## src/rtl/shl_issue.sv

```systemverilog
// Issue/retire stage for an external 32-bit combinational left barrel shifter:
// a request FIFO drives the shifter from its head, and a result register holds
// the shifted value with its tag and an overflow flag.
module shl_issue #(
  parameter int DEPTH = 4,
  parameter int CW    = 3
) (
  input  logic          CLK,
  input  logic          RST,
  input  logic          REQ_VALID,
  output logic          REQ_READY,
  input  logic [5:0]    REQ_AMT,
  input  logic [31:0]   REQ_DATA,
  input  logic [3:0]    REQ_TAG,
  output logic [4:0]    SH_AMT,
  output logic [31:0]   SH_DIN,
  input  logic [31:0]   SH_DOUT,
  output logic          RES_VALID,
  input  logic          RES_READY,
  output logic [31:0]   RES_DATA,
  output logic [3:0]    RES_TAG,
  output logic          RES_OVF,
  output logic [CW-1:0] COUNT
);

  localparam int            AW       = (DEPTH > 1) ? $clog2(DEPTH) : 1;
  localparam logic [CW-1:0] FULL_CNT = CW'(DEPTH);

  typedef struct packed {
    logic [5:0]  amt;
    logic [31:0] data;
    logic [3:0]  tag;
  } req_t;

  // Queue storage and bookkeeping
  req_t          mem_q [DEPTH];
  logic [AW-1:0] wr_ptr_q, wr_ptr_d;
  logic [AW-1:0] rd_ptr_q, rd_ptr_d;
  logic [CW-1:0] count_q, count_d;

  // Result register
  logic          res_valid_q, res_valid_d;
  logic [31:0]   res_data_q,  res_data_d;
  logic [3:0]    res_tag_q,   res_tag_d;
  logic          res_ovf_q,   res_ovf_d;

  logic          push;
  logic          load;
  logic          empty;
  req_t          wr_entry;
  req_t          head;
  logic [31:0]   shifted;
  logic [63:0]   unshifted;

  assign empty     = (count_q == '0);
  assign REQ_READY = (count_q < FULL_CNT);
  assign push      = REQ_VALID & REQ_READY;
  assign load      = !empty & (!res_valid_q | RES_READY);

  assign wr_entry  = '{amt: REQ_AMT, data: REQ_DATA, tag: REQ_TAG};
  assign head      = mem_q[rd_ptr_q];

  // Shifter is driven purely from queue state so REQ_* never reaches RES_*.
  assign SH_AMT    = empty ? 5'd0  : head.amt[4:0];
  assign SH_DIN    = empty ? 32'd0 : head.data;

  // Amounts of 32..63 cannot be expressed by the shifter and yield zero.
  // Shifting back in 64 bits keeps the loss test valid for those amounts too.
  assign shifted   = head.amt[5] ? 32'd0 : SH_DOUT;
  assign unshifted = {32'd0, shifted} >> head.amt;

  // NOTE: queue storage has no reset; entries are only read while COUNT is
  // nonzero, so their power-up contents never become visible.
  always_ff @(posedge CLK) begin
    if (push) begin
      mem_q[wr_ptr_q] <= wr_entry;
    end
  end

  // NOTE: every variable is given a default first, so no path leaves a
  // value unassigned and no latch is inferred.
  always_comb begin
    wr_ptr_d    = wr_ptr_q;
    rd_ptr_d    = rd_ptr_q;
    count_d     = count_q;
    res_valid_d = res_valid_q;
    res_data_d  = res_data_q;
    res_tag_d   = res_tag_q;
    res_ovf_d   = res_ovf_q;

    if (push) begin
      wr_ptr_d = wr_ptr_q + AW'(1);
    end

    if (load) begin
      rd_ptr_d    = rd_ptr_q + AW'(1);
      res_valid_d = 1'b1;
      res_data_d  = shifted;
      res_tag_d   = head.tag;
      res_ovf_d   = (unshifted != {32'd0, head.data});
    end else if (res_valid_q && RES_READY) begin
      res_valid_d = 1'b0;
    end

    case ({push, load})
      2'b10:   count_d = count_q + CW'(1);
      2'b01:   count_d = count_q - CW'(1);
      default: count_d = count_q;
    endcase
  end

  // NOTE: sequential state uses non-blocking assignments so every register
  // samples the pre-edge values regardless of statement order.
  always_ff @(posedge CLK or posedge RST) begin
    if (RST) begin
      wr_ptr_q    <= '0;
      rd_ptr_q    <= '0;
      count_q     <= '0;
      res_valid_q <= 1'b0;
      res_data_q  <= 32'd0;
      res_tag_q   <= 4'd0;
      res_ovf_q   <= 1'b0;
    end else begin
      wr_ptr_q    <= wr_ptr_d;
      rd_ptr_q    <= rd_ptr_d;
      count_q     <= count_d;
      res_valid_q <= res_valid_d;
      res_data_q  <= res_data_d;
      res_tag_q   <= res_tag_d;
      res_ovf_q   <= res_ovf_d;
    end
  end

  assign RES_VALID = res_valid_q;
  assign RES_DATA  = res_data_q;
  assign RES_TAG   = res_tag_q;
  assign RES_OVF   = res_ovf_q;
  assign COUNT     = count_q;

endmodule

```

## config.mk

```make
export PLATFORM = sky130hd
export DESIGN_NAME = shl_issue
export DESIGN_NICKNAME = d
export VERILOG_FILES = /design/src/rtl/shl_issue.sv
export SDC_FILE = /design/constraint.sdc
export NUM_CORES = 1
export LEC_CHECK = 0
export ABC_AREA = 1
export CELL_PAD_IN_SITES_DETAIL_PLACEMENT = 1
export CELL_PAD_IN_SITES_GLOBAL_PLACEMENT = 1
export CORE_MARGIN = 3
export CORE_UTILIZATION = 45
export DETAILED_ROUTE_END_ITERATION = 8
export PLACE_DENSITY = 0.93
export REMOVE_ABC_BUFFERS = 1
export SYNTH_ARGS = -nofsm -noshare
export SYNTH_HDL_FRONTEND = slang
export SYNTH_SLANG_ARGS = --single-unit
```

## constraint.sdc

```tcl
create_clock -name CLK -period 4.8 [get_ports CLK]
set_input_delay 0.72 -clock CLK [delete_from_list [all_inputs] [get_ports CLK]]
set_output_delay 0.72 -clock CLK [all_outputs]
set_load 0.1 [all_outputs]
```

==> results_dict.tcl, run 1 <==
set metrics [dict create \
    yosysSeqAreaShare_pct 56.3 \
    min_path_type "reg2reg" \
    arrival_ns 3.46 \
    numPortBuffers 156 \
    vias 9856 \
    start_kind "flop" \
    drv_cap 0 \
    antenna_found_initial 0 \
    wirelength_mm 36.8 \
    use_met3_pct 5.25 \
    use_met1_pct 34.0 \
    synthToLayoutAreaGrowth_pct 21.5 \
    path_max_fanout 54 \
    status "completed" \
    n_fill_cell 2796 \
    min_period_ns 4.18 \
    path_clk_slew_ns 0.06 \
    cts_sinks 213 \
    max_slew_margin_pct 30.9 \
    final_net_count 1437 \
    max_slew.worst_pin.slew_ns 1.03 \
    synth_top_area_cell "edfxtp_1" \
    cts_hold_buffers 0 \
    antenna_left 0 \
    cts_buffers 23 \
    skew_ns 0.00659 \
    rsz0062_at_grt "no" \
    overflow 0 \
    grt_most_used_layer "met2" \
    gp_congestion 0.905 \
    start_util_pct 46.3 \
    cts_setup_buffers 0 \
    drive_gt1_share_pct 9.57 \
    io_pins 157 \
    maxSlewViolCount 0 \
    clkLatencyLatePin_ns 0.53 \
    netlist_area_um2 11000 \
    diodes 0 \
    drc 0 \
    cts_resized 0 \
    routed_via_density 5.84 \
    yosysTopAreaCellShare_pct 46.0 \
    fp.dieW_um 162 \
    htreeDepth 1 \
    post-dp-hpwl_mm 25.1 \
    ys_seq_elements 213 \
    grt_pass1_vias 10500 \
    stdcell_count 1688 \
    crit_type "reg2out" \
    clockBufferDepth 3 \
    critical_path.endpoint_type "primary output" \
    core_um2 23700 \
    final.period_utilization_pct 87.1 \
    grt_use_total_pct 27.5 \
    wl_per_cell_um 21.8 \
    grt_max_degree 63 \
    syn_inst 1230 \
    placed_cells 1647 \
    firstDrtPassIters 5 \
    hold_viol_final 0 \
    fp.dieH_um 162 \
    fmax_ghz 0.239 \
    yosysWarnings 0 \
    synth.avg_cell_area_um2 8.91 \
    met2_usage_pct 47.0 \
    dieArea_um2 26300 \
    yosysUniqueCellTypes 33 \
    crit_required_ns 4.08 \
    rows 56 \
    setup_viol 0 \
    tritoncts "done" \
    drt_iter0_markers 825 \
    grt_pass1_wl_mm 56.9 \
    synthTopCellsByArea "edfxtp_1 (46%), nand2_1 (13%), nand3_1 (11%)" \
    cts_root_buffer "clkbuf_16" \
]
placed cells by master (no fill, tap or decap), types with 2 or more instances in the layout:
cell and count:
nor2_4 4, clkinv_2 5, clkinv_1 6, clkbuf_16 23, nor2_2 2, nand2_4 4
nand2_1 383, bufinv_16 2, o211ai_1 2, inv_4 2, nand4_1 17, inv_2 6
o21ai_1 9, o21ai_0 23, clkdlybuf4s50_1 119, a21oi_1 37, nor2_1 85, nand3_2 11
clkbuf_1 3, xor2_1 3, a32oi_1 30, dfrtp_1 44, buf_4 54, edfxtp_1 168
nand2_2 10, ha_1 5, inv_1 52, a31oi_1 4, nand3_1 245
flip-flops by register name (all words and copies together), names as in the netlist:
register   count
RES_DATA      32
RES_TAG        4
wr_ptr_q       2
mem_q        168
rd_ptr_q       2
RES_OVF        1
RES_VALID      1
COUNT          3
synthesized netlist by cell type:
library cell	instances
clkinv_1	1
inv_1	53
nand4_1	17
dfrtp_1	45
a31oi_1	4
fa_1	1
buf_4	12
a32oi_1	30
or2_2	1
edfxtp_1	168
o21ai_1	9
buf_2	30
buf_1	4
buf_8	1
o211ai_1	2
nand3_1	245
nand2_4	4
inv_2	5
inv_4	2
ha_1	5
buf_6	6
nand2_1	383
nor3_1	1
clkbuf_1	23
o21ai_0	23
nand2_2	10
nor2_1	89
nor2_2	2
nand3_2	11
xor2_1	3
a21oi_1	38
a32o_1	1
xnor2_1	1
routing by layer:
layer	vias to the layer above	part of all wire [%]
li1	4480	-
met1	4838	40
met2	426	49
met3	112	7.2
met4	0	4.6
met5	-	0
worst paths after layout:
| kind | startpoint | endpoint | slack, ns | cells past startpoint |
|---|---|---|---|---|
| worst max-delay path | rd_ptr_q[0] | SH_DIN[15] | 0.62 | 7 |
| worst min-delay path | RES_DATA[8] | RES_DATA[8] | 0.48 | 2 |
| worst max register to register | rd_ptr_q[0] | RES_OVF | 0.85 | 20 |
| worst min register to register | RES_DATA[8] | RES_DATA[8] | 0.48 | 2 |
| max in group asynchronous | RST | rd_ptr_q[0] | 3.33 | 2 |
| min in group asynchronous | RST | RES_TAG[3] | 0.76 | 2 |
metrics by stage:
stage / cell area (um^2) / hold WS, ns / setup slack (ns) / TNS [ns] / util [%]
6_report: 13300 / 0.480 / 0.619 / 0 / 56.2
5_1_grt: 13300 / 0.512 / 0.457 / 0 / 56.2
4_1_cts: 13300 / 0.485 / 0.658 / 0 / 56.2
3_5_place_dp: 12600 / 0.468 / 0.942 / 0 / 53.1
3_3_place_gp: 12600 / 0.464 / 1.19 / 0 / 53.1
2_1_floorplan: 10500 / 0.543 / -0.866 / -9.36 / -
cell families after synthesis:
group,synth area share (%)
buf+inv,6.01
fa+ha+maj,0.754
compound gates,6.05
flops,56.3
simple gates,30.5
xor+xnor,0.320
final cells by class:
class,instances,area [um^2],share of cell area [%]
well taps,319,399,3.00
flip-flops and latches,213,6170,46.4
multi-input cells,880,4170,31.3
clock buffers,26,587,4.41
clock inverters,15,140,1.05
repair buffers,174,1620,12.1
inverters,61,234,1.76
worst max-delay path: stages, from the launching register on:
cell,delay [ns]
dfrtp_2,0.67
inv_4,0.54
buf_4,0.41
nand2_1,0.10
a32oi_1,0.42
inv_1,0.13
nor2_1,0.27
buf_4,0.36
Power of run 1 is not shown: default switching activity piles up to over one toggle a cycle in this logic, so the estimate is an artifact.
==> inputs of run 2 (changes only) <==
--- a/config.mk
+++ b/config.mk
@@ -9,9 +9,10 @@
 export CELL_PAD_IN_SITES_DETAIL_PLACEMENT = 1
 export CELL_PAD_IN_SITES_GLOBAL_PLACEMENT = 1
 export CORE_MARGIN = 3
-export CORE_UTILIZATION = 45
+export CORE_UTILIZATION = 46
+export CTS_BUF_LIST = sky130_fd_sc_hd__clkbuf_4 sky130_fd_sc_hd__clkbuf_8
 export DETAILED_ROUTE_END_ITERATION = 8
-export PLACE_DENSITY = 0.93
+export PLACE_DENSITY = 0.94
 export REMOVE_ABC_BUFFERS = 1
 export SYNTH_ARGS = -nofsm -noshare
 export SYNTH_HDL_FRONTEND = slang
==> results_dict.tcl, run 2 (same netlist as run 1, synthesis figures left out) <==
set metrics [dict create \
    wl_per_cell_um 22.1 \
    final.period_utilization_pct 84.7 \
    numPortBuffers 156 \
    tritoncts "done" \
    htreeDepth 2 \
    start_kind "flop" \
    start_util_pct 47.5 \
    path_clk_slew_ns 0.06 \
    fp.dieH_um 160 \
    io_pins 157 \
    dieArea_um2 25700 \
    fmax_ghz 0.246 \
    rows 55 \
    rsz0062_at_grt "no" \
    crit_buf_inv 4 \
    clockBufferDepth 3 \
    place_area_um2 12600 \
    top_register "mem_q" \
    overflow 0 \
    cp_top_family "buffers and inverters" \
    wl_met3_mm 2.37 \
    min_path_type "reg2reg" \
    cts_resized 0 \
    drive_gt1_share_pct 11.3 \
    crit_type "reg2out" \
    wirelength_mm 37.7 \
    grt_pass1_vias 10300 \
    largest_reg_flops 168 \
    drv_cap 0 \
    synthToLayoutAreaGrowth_pct 21.6 \
    final_common_cell "nand2_1" \
    rrSetupSlack_ns 0.96 \
    hold_viol_final 0 \
    cts_setup_buffers 0 \
    fin_hold_ws_ns 0.481 \
    setup_viol 0 \
    arrival_ns 3.35 \
    cts_root_buffer "clkbuf_8" \
    drt_iter0_markers 934 \
    skew_ns 0.0210 \
    antenna_found_initial 0 \
    cts_hold_buffers 0 \
    wl_met2_mm 19.1 \
    grt_max_degree 66 \
    max_slew.worst_pin.slew_ns 1.03 \
    wirelength_met1_mm 15.0 \
    cp_num_cells 7 \
    grt_pass1_wl_mm 58.2 \
    crit_top_cell "buf_4" \
    reg2regPathDepth 19 \
    path_max_fanout 60 \
    crit_slowest_cell "dfrtp_1" \
    crit_required_ns 4.08 \
    firstDrtPassIters 5 \
    vias 9966 \
    maxSlewViolCount 0 \
    status "completed" \
    critPathMaxStageDelay_ns 0.66 \
    post-dp-hpwl_mm 25.7 \
    critical_path.endpoint_type "primary output" \
    fp.dieW_um 160 \
    stdcell_area_um2 13300 \
    cts_buffers 37 \
    final_net_count 1451 \
    min_period_ns 4.07 \
    core_um2 23100 \
    clkLatencyLatePin_ns 0.55 \
    n_fill_cell 2655 \
    hold_depth 2 \
    gp_congestion 0.959 \
    drc 0 \
    routed_via_density 5.84 \
    grt_use_total_pct 28.7 \
    max_slew_margin_pct 31.1 \
    highest_layer "met4" \
    path_cells "inv_4 > buf_4 > a21oi_1 > a32oi_1 > inv_1 > nor2_1 > buf_4" \
    cts_sinks 213 \
    diodes 0 \
    antenna_left 0 \
    final_util_pct 57.8 \
    final_cell_mix "nand2_1 (383), nand3_1 (245), edfxtp_1 (168), clkdlybuf4s50_1 (120), nor2_1 (85)" \
]
[run 2: cell count changes in the layout (fill, tap and decap cells not counted), sizes merged]
cell	before	now
inv	61	62
clkinvlp	1	0
buf	55	54
clkbuf	26	49
clkinv	12	14
clkdlybuf4s50	119	120
[run 2: worst reg2reg max path, stage by stage, from the launching register on]
cell	delay (ns)
dfrtp_1	0.66
inv_4	0.31
nand3_2	0.13
nand2_2	0.43
buf_4	0.57
nand2_1	0.20
nand2_1	0.19
nand3_1	0.13
nand3_1	0.17
nand3_1	0.12
nand2_1	0.14
nand2_1	0.06
nand2_1	0.10
nand3_1	0.08
nor2_1	0.11
nand2_1	0.07
nor2_1	0.09
nand3_1	0.09
nand2_1	0.07
inv_1	0.04
[run 2: layer usage]
metal | global-route usage [%] | vias to the layer above
met5 | 0 | -
met1 | 35.6 | 4944
met3 | 4.18 | 81
li1 | - | 4515
met2 | 51.2 | 426
met4 | 10.1 | 0
[run 2: final cells by class]
class	instances	area, um^2	share of cell area, %
timing repair buffer	174	1610	12.1
clock buffer	49	612	4.59
sequential	213	6170	46.3
multi-input combinational	880	4170	31.3
tap	313	392	2.94
inverter	61	234	1.76
clock inverter	17	138	1.03
[run 2: final timing paths]
kind	from	endpoint
max	rd_ptr_q[1]	SH_DIN[2]
min in group asynchronous	RST	RES_DATA[1]
max in group asynchronous	RST	rd_ptr_q[0]
max reg2reg	rd_ptr_q[1]	RES_OVF
min reg2reg	RES_DATA[12]	RES_DATA[12]
min	RES_DATA[12]	RES_DATA[12]
[run 2: metrics by stage]
step,worst slack [ns],TNS (ns),instances
2_1_floorplan,-0.866,-9.36,1154
3_3_place_gp,1.29,0,1641
3_5_place_dp,1.07,0,1641
4_1_cts,0.682,0,1707
5_1_grt,0.606,0,1707
6_report,0.733,0,1707
Power of run 2 is left out for the same reason.
